--- src/rtl/cpu_pkg.sv ---
// Shared CPU front-end definitions: address width, reset vector and PC FSM states.
package cpu_pkg;

   localparam int unsigned PC_WIDTH = 16;
   localparam logic [PC_WIDTH-1:0] PC_RESET_VECTOR = '0;

   typedef enum logic [1:0] {
      BOOT = 2'd0,
      RUN  = 2'd1,
      HALT = 2'd2
   } pc_state_t;

endpackage

--- src/rtl/program_counter_if.sv ---
// Control and fetch-handshake bundle between the program counter and its surroundings.
interface program_counter_if #(
   parameter int unsigned WIDTH = 16
);
   logic             clear;
   logic             load;
   logic [WIDTH-1:0] load_addr;
   logic             halt;
   logic             resume;
   logic [WIDTH-1:0] pc;
   logic             pc_valid;
   logic             pc_ready;
   logic             halted;
   logic             wrap;

   // The program counter is the master of the fetch handshake.
   modport master (
      input  clear, load, load_addr, halt, resume, pc_ready,
      output pc, pc_valid, halted, wrap
   );

   modport slave (
      output clear, load, load_addr, halt, resume, pc_ready,
      input  pc, pc_valid, halted, wrap
   );
endinterface

--- src/rtl/program_counter_next_select.sv ---
// Combinational next-pc priority selector (clear > load > increment > hold) and wrap detect.
module pc_next_select #(
   parameter int unsigned      WIDTH        = 16,
   parameter logic [WIDTH-1:0] RESET_VECTOR = '0
) (
   input  logic             clear_i,
   input  logic             load_i,
   input  logic             inc_i,
   input  logic [WIDTH-1:0] pc_q_i,
   input  logic [WIDTH-1:0] load_addr_i,
   output logic [WIDTH-1:0] pc_d_o,
   output logic             wrap_d_o
);
   logic [WIDTH-1:0] pc_inc;
   logic [WIDTH-1:0] mux_inc;
   logic [WIDTH-1:0] mux_load;
   logic             all_ones;

   assign pc_inc   = pc_q_i + {{(WIDTH-1){1'b0}}, 1'b1};
   assign all_ones = &pc_q_i;

   // Mux chain, lowest priority innermost.
   assign mux_inc  = inc_i   ? pc_inc       : pc_q_i;
   assign mux_load = load_i  ? load_addr_i  : mux_inc;
   assign pc_d_o   = clear_i ? RESET_VECTOR : mux_load;

   assign wrap_d_o = inc_i & all_ones & ~load_i & ~clear_i;
endmodule

--- src/rtl/program_counter.sv ---
// Registered fetch-address generator with BOOT/RUN/HALT issue control.
//   state | meaning
//   BOOT  | one cycle after reset/clear, no address offered
//   RUN   | pc offered to fetch, increments on handshake
//   HALT  | issue stopped, load still honoured
module program_counter
   import cpu_pkg::*;
#(
   parameter int unsigned      WIDTH        = PC_WIDTH,
   parameter logic [WIDTH-1:0] RESET_VECTOR = PC_RESET_VECTOR
) (
   input  logic              clk,
   input  logic              rst_n,
   program_counter_if.master pc_if
);
   pc_state_t        state_q, state_d;
   logic [WIDTH-1:0] pc_q, pc_d;
   logic             wrap_q, wrap_d;
   logic             pc_valid, halted;
   logic             inc;

   always_ff @(posedge clk or negedge rst_n) begin
      if (!rst_n) begin
         state_q <= BOOT;
         pc_q    <= RESET_VECTOR;
         wrap_q  <= 1'b0;
      end else begin
         state_q <= state_d;
         pc_q    <= pc_d;
         wrap_q  <= wrap_d;
      end
   end

   always_comb begin
      state_d = state_q;
      if (pc_if.clear) begin
         state_d = BOOT;
      end else begin
         case (state_q)
            BOOT:    state_d = RUN;
            RUN:     if (pc_if.halt) state_d = HALT;
            HALT:    if (pc_if.resume && !pc_if.halt) state_d = RUN;
            default: state_d = BOOT;
         endcase
      end
   end

   always_comb begin
      pc_valid = (state_q == RUN);
      halted   = (state_q == HALT);
   end

   // pc_ready only counts while an address is actually offered.
   assign inc = pc_valid & pc_if.pc_ready;

   pc_next_select #(
      .WIDTH        (WIDTH),
      .RESET_VECTOR (RESET_VECTOR)
   ) u_next (
      .clear_i     (pc_if.clear),
      .load_i      (pc_if.load),
      .inc_i       (inc),
      .pc_q_i      (pc_q),
      .load_addr_i (pc_if.load_addr),
      .pc_d_o      (pc_d),
      .wrap_d_o    (wrap_d)
   );

   assign pc_if.pc       = pc_q;
   assign pc_if.pc_valid = pc_valid;
   assign pc_if.halted   = halted;
   assign pc_if.wrap     = wrap_q;
endmodule

--- src/flat_wrapper.sv ---
// flat-port wrapper written by rule: the top's interface ports become plain ports
module program_counter_flat import cpu_pkg::*;
#(
   parameter int unsigned      WIDTH        = PC_WIDTH,
   parameter logic [WIDTH-1:0] RESET_VECTOR = PC_RESET_VECTOR
)
  (clk, rst_n, pc_if_clear, pc_if_load, pc_if_load_addr, pc_if_halt, pc_if_resume, pc_if_pc_ready, pc_if_pc, pc_if_pc_valid, pc_if_halted, pc_if_wrap);
  program_counter_if #(.WIDTH(WIDTH)) pc_if_i ();
  input  logic clk;
  input  logic rst_n;
  input wire logic [$bits(pc_if_i.clear)-1:0] pc_if_clear;
  input wire logic [$bits(pc_if_i.load)-1:0] pc_if_load;
  input wire logic [$bits(pc_if_i.load_addr)-1:0] pc_if_load_addr;
  input wire logic [$bits(pc_if_i.halt)-1:0] pc_if_halt;
  input wire logic [$bits(pc_if_i.resume)-1:0] pc_if_resume;
  input wire logic [$bits(pc_if_i.pc_ready)-1:0] pc_if_pc_ready;
  output wire logic [$bits(pc_if_i.pc)-1:0] pc_if_pc;
  output wire logic [$bits(pc_if_i.pc_valid)-1:0] pc_if_pc_valid;
  output wire logic [$bits(pc_if_i.halted)-1:0] pc_if_halted;
  output wire logic [$bits(pc_if_i.wrap)-1:0] pc_if_wrap;
  assign pc_if_i.clear = pc_if_clear;
  assign pc_if_i.load = pc_if_load;
  assign pc_if_i.load_addr = pc_if_load_addr;
  assign pc_if_i.halt = pc_if_halt;
  assign pc_if_i.resume = pc_if_resume;
  assign pc_if_i.pc_ready = pc_if_pc_ready;
  assign pc_if_pc = pc_if_i.pc;
  assign pc_if_pc_valid = pc_if_i.pc_valid;
  assign pc_if_halted = pc_if_i.halted;
  assign pc_if_wrap = pc_if_i.wrap;
  program_counter #(.WIDTH(WIDTH), .RESET_VECTOR(RESET_VECTOR)) u_core (.clk(clk), .rst_n(rst_n), .pc_if(pc_if_i));
endmodule
--- config.mk ---
export PLATFORM = sky130hd
export DESIGN_NAME = program_counter_flat
export DESIGN_NICKNAME = d
export VERILOG_FILES = /design/src/rtl/cpu_pkg.sv /design/src/rtl/program_counter_if.sv /design/src/rtl/program_counter_next_select.sv /design/src/rtl/program_counter.sv /design/src/flat_wrapper.sv
export SDC_FILE = /design/constraint.sdc
export NUM_CORES = 1
export LEC_CHECK = 0
export CAP_MARGIN = 20
export CORE_ASPECT_RATIO = 1.1
export CORE_MARGIN = 2
export CORE_UTILIZATION = 39
export CTS_CLUSTER_SIZE = 10
export DETAILED_ROUTE_END_ITERATION = 8
export GPL_TIMING_DRIVEN = 0
export PLACE_DENSITY = 0.76
export SYNTH_ARGS = -nofsm -noshare
export SYNTH_HDL_FRONTEND = slang
export SYNTH_SLANG_ARGS = --single-unit
--- constraint.sdc ---
create_clock -name clk -period 2.5 [get_ports clk]
set_clock_uncertainty 0.15 [all_clocks]
set_input_delay 0.25 -clock clk [delete_from_list [all_inputs] [get_ports clk]]
set_output_delay 0.25 -clock clk [all_outputs]
set_load 0.02 [all_outputs]
# ---- After elaboration in Yosys (flattened, before gate mapping)
# Index checks and enable logic that the tools add are counted.
dict set report classes {
  reduce_logical 6
  addsub 1
  bitwise 6
  eq_ne 4
  mux 7
}
# cell n
set ops {}
lappend ops {{two-way mux 16 bit} 3}
lappend ops {{adder 16 x 1 -> 16 bit, second input constant} 1}
lappend ops {{AND reduction 16 bit} 1}
lappend ops {{two-way mux 2 bit} 3}
lappend ops {{one-hot mux 2 bit (3 select lines)} 1}
lappend ops {{bitwise AND 1 bit} 4}
lappend ops {{!= test 3 x 2 -> 1 bit, second input constant} 1}
lappend ops {{!= test 3 bit, second input constant} 1}
lappend ops {{nonzero test 3 bit} 1}
lappend ops {{== test 2 x 1 -> 1 bit, second input constant} 1}
lappend ops {{== test 2 bit, second input constant} 1}
lappend ops {{logical NOT 2 bit} 1}
lappend ops {{NOT 1 bit} 2}
lappend ops {{AND reduction 2 bit} 1}
lappend ops {{logical AND 1 bit} 1}
lappend ops {{logical NOT 1 bit} 1}
dict set report totals {
  wordCells 27
  regBits 19
}

# ---- Longest topological paths before layout
dict set report depth {
  word_depth 5
  depth_mapped 5
  ltp_nobuf 5
}

# ---- Hierarchy
# A second synthesis with hierarchy kept.
dict set report unflattened {
  cells_unflattened 127
  area_unflattened_um2 1158.6
}
# mod area_each_um2 cells_each seq_area_each_um2 instances
set modules_own_cells {}
lappend modules_own_cells {pc_next_select 609.3 98 0.0 1}
lappend modules_own_cells {program_counter 549.3 29 475.5 1}

# ---- Worst setup path after synthesis
# OpenSTA, ideal clock, no wires.
dict set report synth_path {
  kind {register to register}
  startpoint {reg u_core.pc_q[0] (netlist: u_core.pc_if.pc[0])}
  endpoint {reg u_core.pc_q[14] (netlist: u_core.pc_if.pc[14])}
  required_time_ns 2.251
  setup_ns 0.099
  arrival_ns 1.970
  n_path_buf 0
  setup_slack_ns 0.280
  stages_incl_launch_ff 6
  cell_sequence {dfrtp_1 -> ha_1 -> nand4b_4 -> or4_4 -> or3_1 -> a311oi_1}
}
dict set report synth_via {
  elab_chain_cells 4
}
# item line_no
set synth_rtl {}
lappend synth_rtl {{from (decl)} program_counter.sv:17} ;# logic [WIDTH-1:0] pc_q, pc_d;
lappend synth_rtl {{from (signal assigned)} program_counter.sv:29} ;# pc_q <= pc_d;
lappend synth_rtl {{adder 16 x 1 -> 16 bit} program_counter_next_select.sv:19} ;# assign pc_inc = pc_q_i + {{(WIDTH-1){1'b0}}, 1'b1};
lappend synth_rtl {{two-way mux 16 bit} program_counter_next_select.sv:23} ;# assign mux_inc = inc_i ? pc_inc : pc_q_i;
lappend synth_rtl {{two-way mux 16 bit} program_counter_next_select.sv:24} ;# assign mux_load = load_i ? load_addr_i : mux_inc;
lappend synth_rtl {{two-way mux 16 bit} program_counter_next_select.sv:25} ;# assign pc_d_o = clear_i ? RESET_VECTOR : mux_load;
# No other way between the ends. The select of a mux whose other input is x is not followed.
# A chain may end at the register's enable or synchronous reset.

# ---- Worst setup path in the final report
dict set report layout_path {
  startpoint {reg u_core.state_q[1]}
  endpoint {reg u_core.pc_q[11] (netlist: u_core.pc_if.pc[11])}
}
dict set report layout_via {
  elab_chain_cells 3
}
# item line_no
set layout_rtl {}
lappend layout_rtl {{from (decl)} program_counter.sv:16} ;# pc_state_t state_q, state_d;
lappend layout_rtl {{from (signal assigned)} program_counter.sv:28} ;# state_q <= state_d;
lappend layout_rtl {{== test 2 x 1 -> 1 bit} program_counter.sv:49} ;# pc_valid = (state_q == RUN);
lappend layout_rtl {{bitwise AND 1 bit} program_counter.sv:54} ;# assign inc = pc_valid & pc_if.pc_ready;
lappend layout_rtl {{nonzero test 3 bit (no line)} --}
# No other way between the ends.

==> results_dict.tcl <==
set metrics [dict create \
    tritoncts "done" \
    antenna_left 0 \
    insertedDiodeCount 0 \
    numCtsBuffers 3 \
    setup-violations-final 0 \
    critPathArrivalTime_ps 2390 \
    h-tree-depth 1 \
    synth_area_per_cell_um2 8.808 \
    postRouteWirelength_mm 2.966 \
    timing_worst_slew_pin_value_ps 867.3 \
    yosysTopAreaCellShare 0.4251 \
    yosys_warnings 0 \
    die_area_mm2 0.003313 \
    layout_utilization 0.5768 \
    max_stage_delay_ps 730 \
    numClockSinks 19 \
    postSynthNetCount 151 \
    antenna_found_initial 0 \
    die_y_um 60.17 \
    final_common_cell "clkdlybuf4s50_1" \
    globalRouteMet2Util 0.3299 \
    grt.busiest_layer "met2" \
    grt_use_met3 0.01000 \
    internal_power_mw 0.4802 \
    standard_cell_core_area_mm2 0.002753 \
    critical_path.cell_chain "nand3b_1 > nor4_1 > mux2_2 > nor3_1" \
    synth_area_leader_cell "dfrtp_1" \
    critPathLaunchType "register" \
    wire_length_of_the_first_global_routing_pass_mm 4.905 \
    power_density_mw_per_mm2 439.1 \
    power.switching_fraction 0.3112 \
    grt_remaining_overflow 0 \
    rr_endpoint "u_core.pc_if.pc[11]" \
    vdd.ir_drop.worst_mv 0.2637 \
    clock_power_share 0.231 \
    place.detailed.hpwl_mm 2.211 \
    grt_util_all_layers 0.2016 \
    cts.hold.buffers_added 0 \
    post-route-drc-count 0 \
    final_max_slew_viol_count 0 \
    worstPathMaxFanout 7 \
    synthesis.instances 127 \
    timing_worst_setup_path_type "reg -> reg" \
    async_reset_ff_frac 1.000 \
    avg_wl_per_cell_um 14.54 \
    io_pins 42 \
    switching_power_mw 0.2170 \
    finalHoldViolCount 0 \
    post_cts_resized 0 \
    synth_flop_cell "dfrtp_1" \
    maxSlewHeadroom 0.4200 \
    post-route-min-period_ps 2322 \
    grt_use_met1 0.2797 \
    initial_core_util 0.4064 \
    synth-edff-count 0 \
    final_design_area_no_fill_mm2 0.001588 \
    synthTopCellsByArea "dfrtp_1 43%, nor2_1 6.7%, xnor2_1 5.5%, a211oi_1 4.7%, nor4_1 4.5%" \
    drt_iter0_drc 32 \
    globalplace.congestion 0.8154 \
    ctsLongestPathBuffers 2 \
    power.static_leakage_nw 0.5922 \
    min_delay_path_depth 3 \
    vias_in_the_first_global_route 1089 \
    timing.critical_path.slowest_stage_cell "nor4_1" \
    cts_root_buffer_type "clkbuf_4" \
    hold_path_class "in -> reg" \
    yosys_reg_bits 19 \
    via_count 1130 \
    timing.reg2reg.worst_path_depth 4 \
    most_frequent_cells_in_the_layout "40 x clkdlybuf4s50_1, 20 x nor2_1, 19 x dfrtp_1, 8 x nand2_1, 8 x nor4_1" \
    ys_seq_area_frac 0.4251 \
    insertion_delay_ps 300 \
    dpl.cell_count 200 \
    placement.io_buffers 40 \
    run_status "finished clean" \
    critical_path.endpoint_type "register" \
    hold_ws_ps 199.6 \
    crit_required_ps 2570 \
    maxCapViolations 0 \
    area.growth.synth_to_final_pct 41.95 \
    clk_pin_slew_worst_paths_ps 120 \
    power_frac_comb 0.258 \
    max_clock_freq_mhz 430.7 \
    layout_worst_path_cycle_share 0.9287 \
    avgViaCountPerCell 5.539 \
    hold-path-endpoint "u_core.pc_if.pc[1]" \
    layout-drive-gt1-share 0.04678 \
    setup_repair_after_global_routing_missed_its_margin "false" \
    worstReg2RegStart "u_core.state_q[1]" \
    worst-r2r-setup-slack_ps 180 \
    grt_max_degree 20 \
    first_pass_iters 4 \
    num-nets-final 196 \
    std_cell_rows 20 \
    floorplan.die.width_um 55.06 \
    hold_path.startpoint "pc_if_load" \
    synth.lib_cells_used.distinct 30 \
    finish.cell_count_without_fillers 204 \
    netlist_area_before_placement_mm2 0.001119 \
    placedInstanceArea_mm2 0.001560 \
    power_frac_seq 0.511 \
    cts_post_setup_buffers_inserted 0 \
]
cell usage after synthesis, types with 2 or more instances:
cell type / number
nor2b_1: 2
mux2_2: 2
nand4_1: 4
a21oi_1: 4
a311oi_1: 3
nor2_1: 20
nand3_1: 5
or3_1: 4
nand2_1: 8
o21ai_0: 4
nor3b_1: 2
clkbuf_1: 5
dfrtp_1: 19
xnor2_1: 7
inv_1: 6
nor4_1: 8
a211oi_1: 7
nor3_1: 5
flip-flops by register name, summed over array words and instances (netlist names):
name and count:
u_core.state_q 2, u_core.pc_if.pc 16, u_core.pc_if.wrap 1
power by group through the flow:
stage          clock network [mW]  registers (mW)  logic (mW)
2_1_floorplan                   0           0.378      0.0630
3_3_place_gp                    0           0.360       0.178
3_5_place_dp                    0           0.362       0.181
4_1_cts                     0.166           0.356       0.182
5_1_grt                     0.177           0.360       0.197
6_report                    0.161           0.356       0.180
logic make-up after synthesis:
| logic type | synth area share |
|---|---|
| adders and majority gates | 0.01118 |
| buffers and inverters | 0.04027 |
| and+or+nand+nor | 0.2964 |
| DFF | 0.4251 |
| xor gates and xnor gates | 0.06264 |
| muxes | 0.02908 |
| AOI/OAI and AO/OA | 0.1354 |
per-stage QoR:
stage                     TNS [ps]  setup WS (ps)  power (mW)
final                            0          178.1      0.6971
after global routing             0          104.6      0.7331
after CTS                        0          190.0      0.7038
after detailed placement    -81.50         -81.50      0.5423
after global placement      -75.20         -75.20      0.5377
after floorplan                  0          280.4      0.4413
per-layer routing:
metal / part of all wire / vias to the layer above
met5: 0 / -
met1: 0.44 / 536
li1: - / 554
met2: 0.51 / 36
met3: 0.042 / 4
met4: 0.011 / 0
critical path, delay by kind of cell (launching register included):
family,cells,cell delay (ps)
flops,1,440
mux,1,410
simple gates,3,1250
worst max path at each step:
stage | from | end | slack [ps] | cells past startpoint
floorplan | u_core.pc_if.pc[0] | u_core.pc_if.pc[14] | 280 | 5
global placement | pc_if_pc_ready | u_core.pc_if.pc[11] | -80 | 5
detailed placement | pc_if_pc_ready | u_core.pc_if.pc[11] | -80 | 5
CTS | u_core.state_q[1] | u_core.pc_if.pc[11] | 190 | 4
global route | u_core.state_q[1] | u_core.pc_if.pc[11] | 100 | 4
finish | u_core.state_q[1] | u_core.pc_if.pc[11] | 180 | 4
final cells by class:
cell class / count / area (um^2)
clock buffer: 3 / 22.52
buffer: 5 / 18.77
fill: 259 / 1165
multi-input combinational: 96 / 598.1
timing repair buffer: 40 / 400.4
clock inverter: 1 / 5.005
sequential: 19 / 475.5
tap: 33 / 41.29
inverter: 7 / 26.28
No activity file was read; power rests on OpenSTA's default activity.
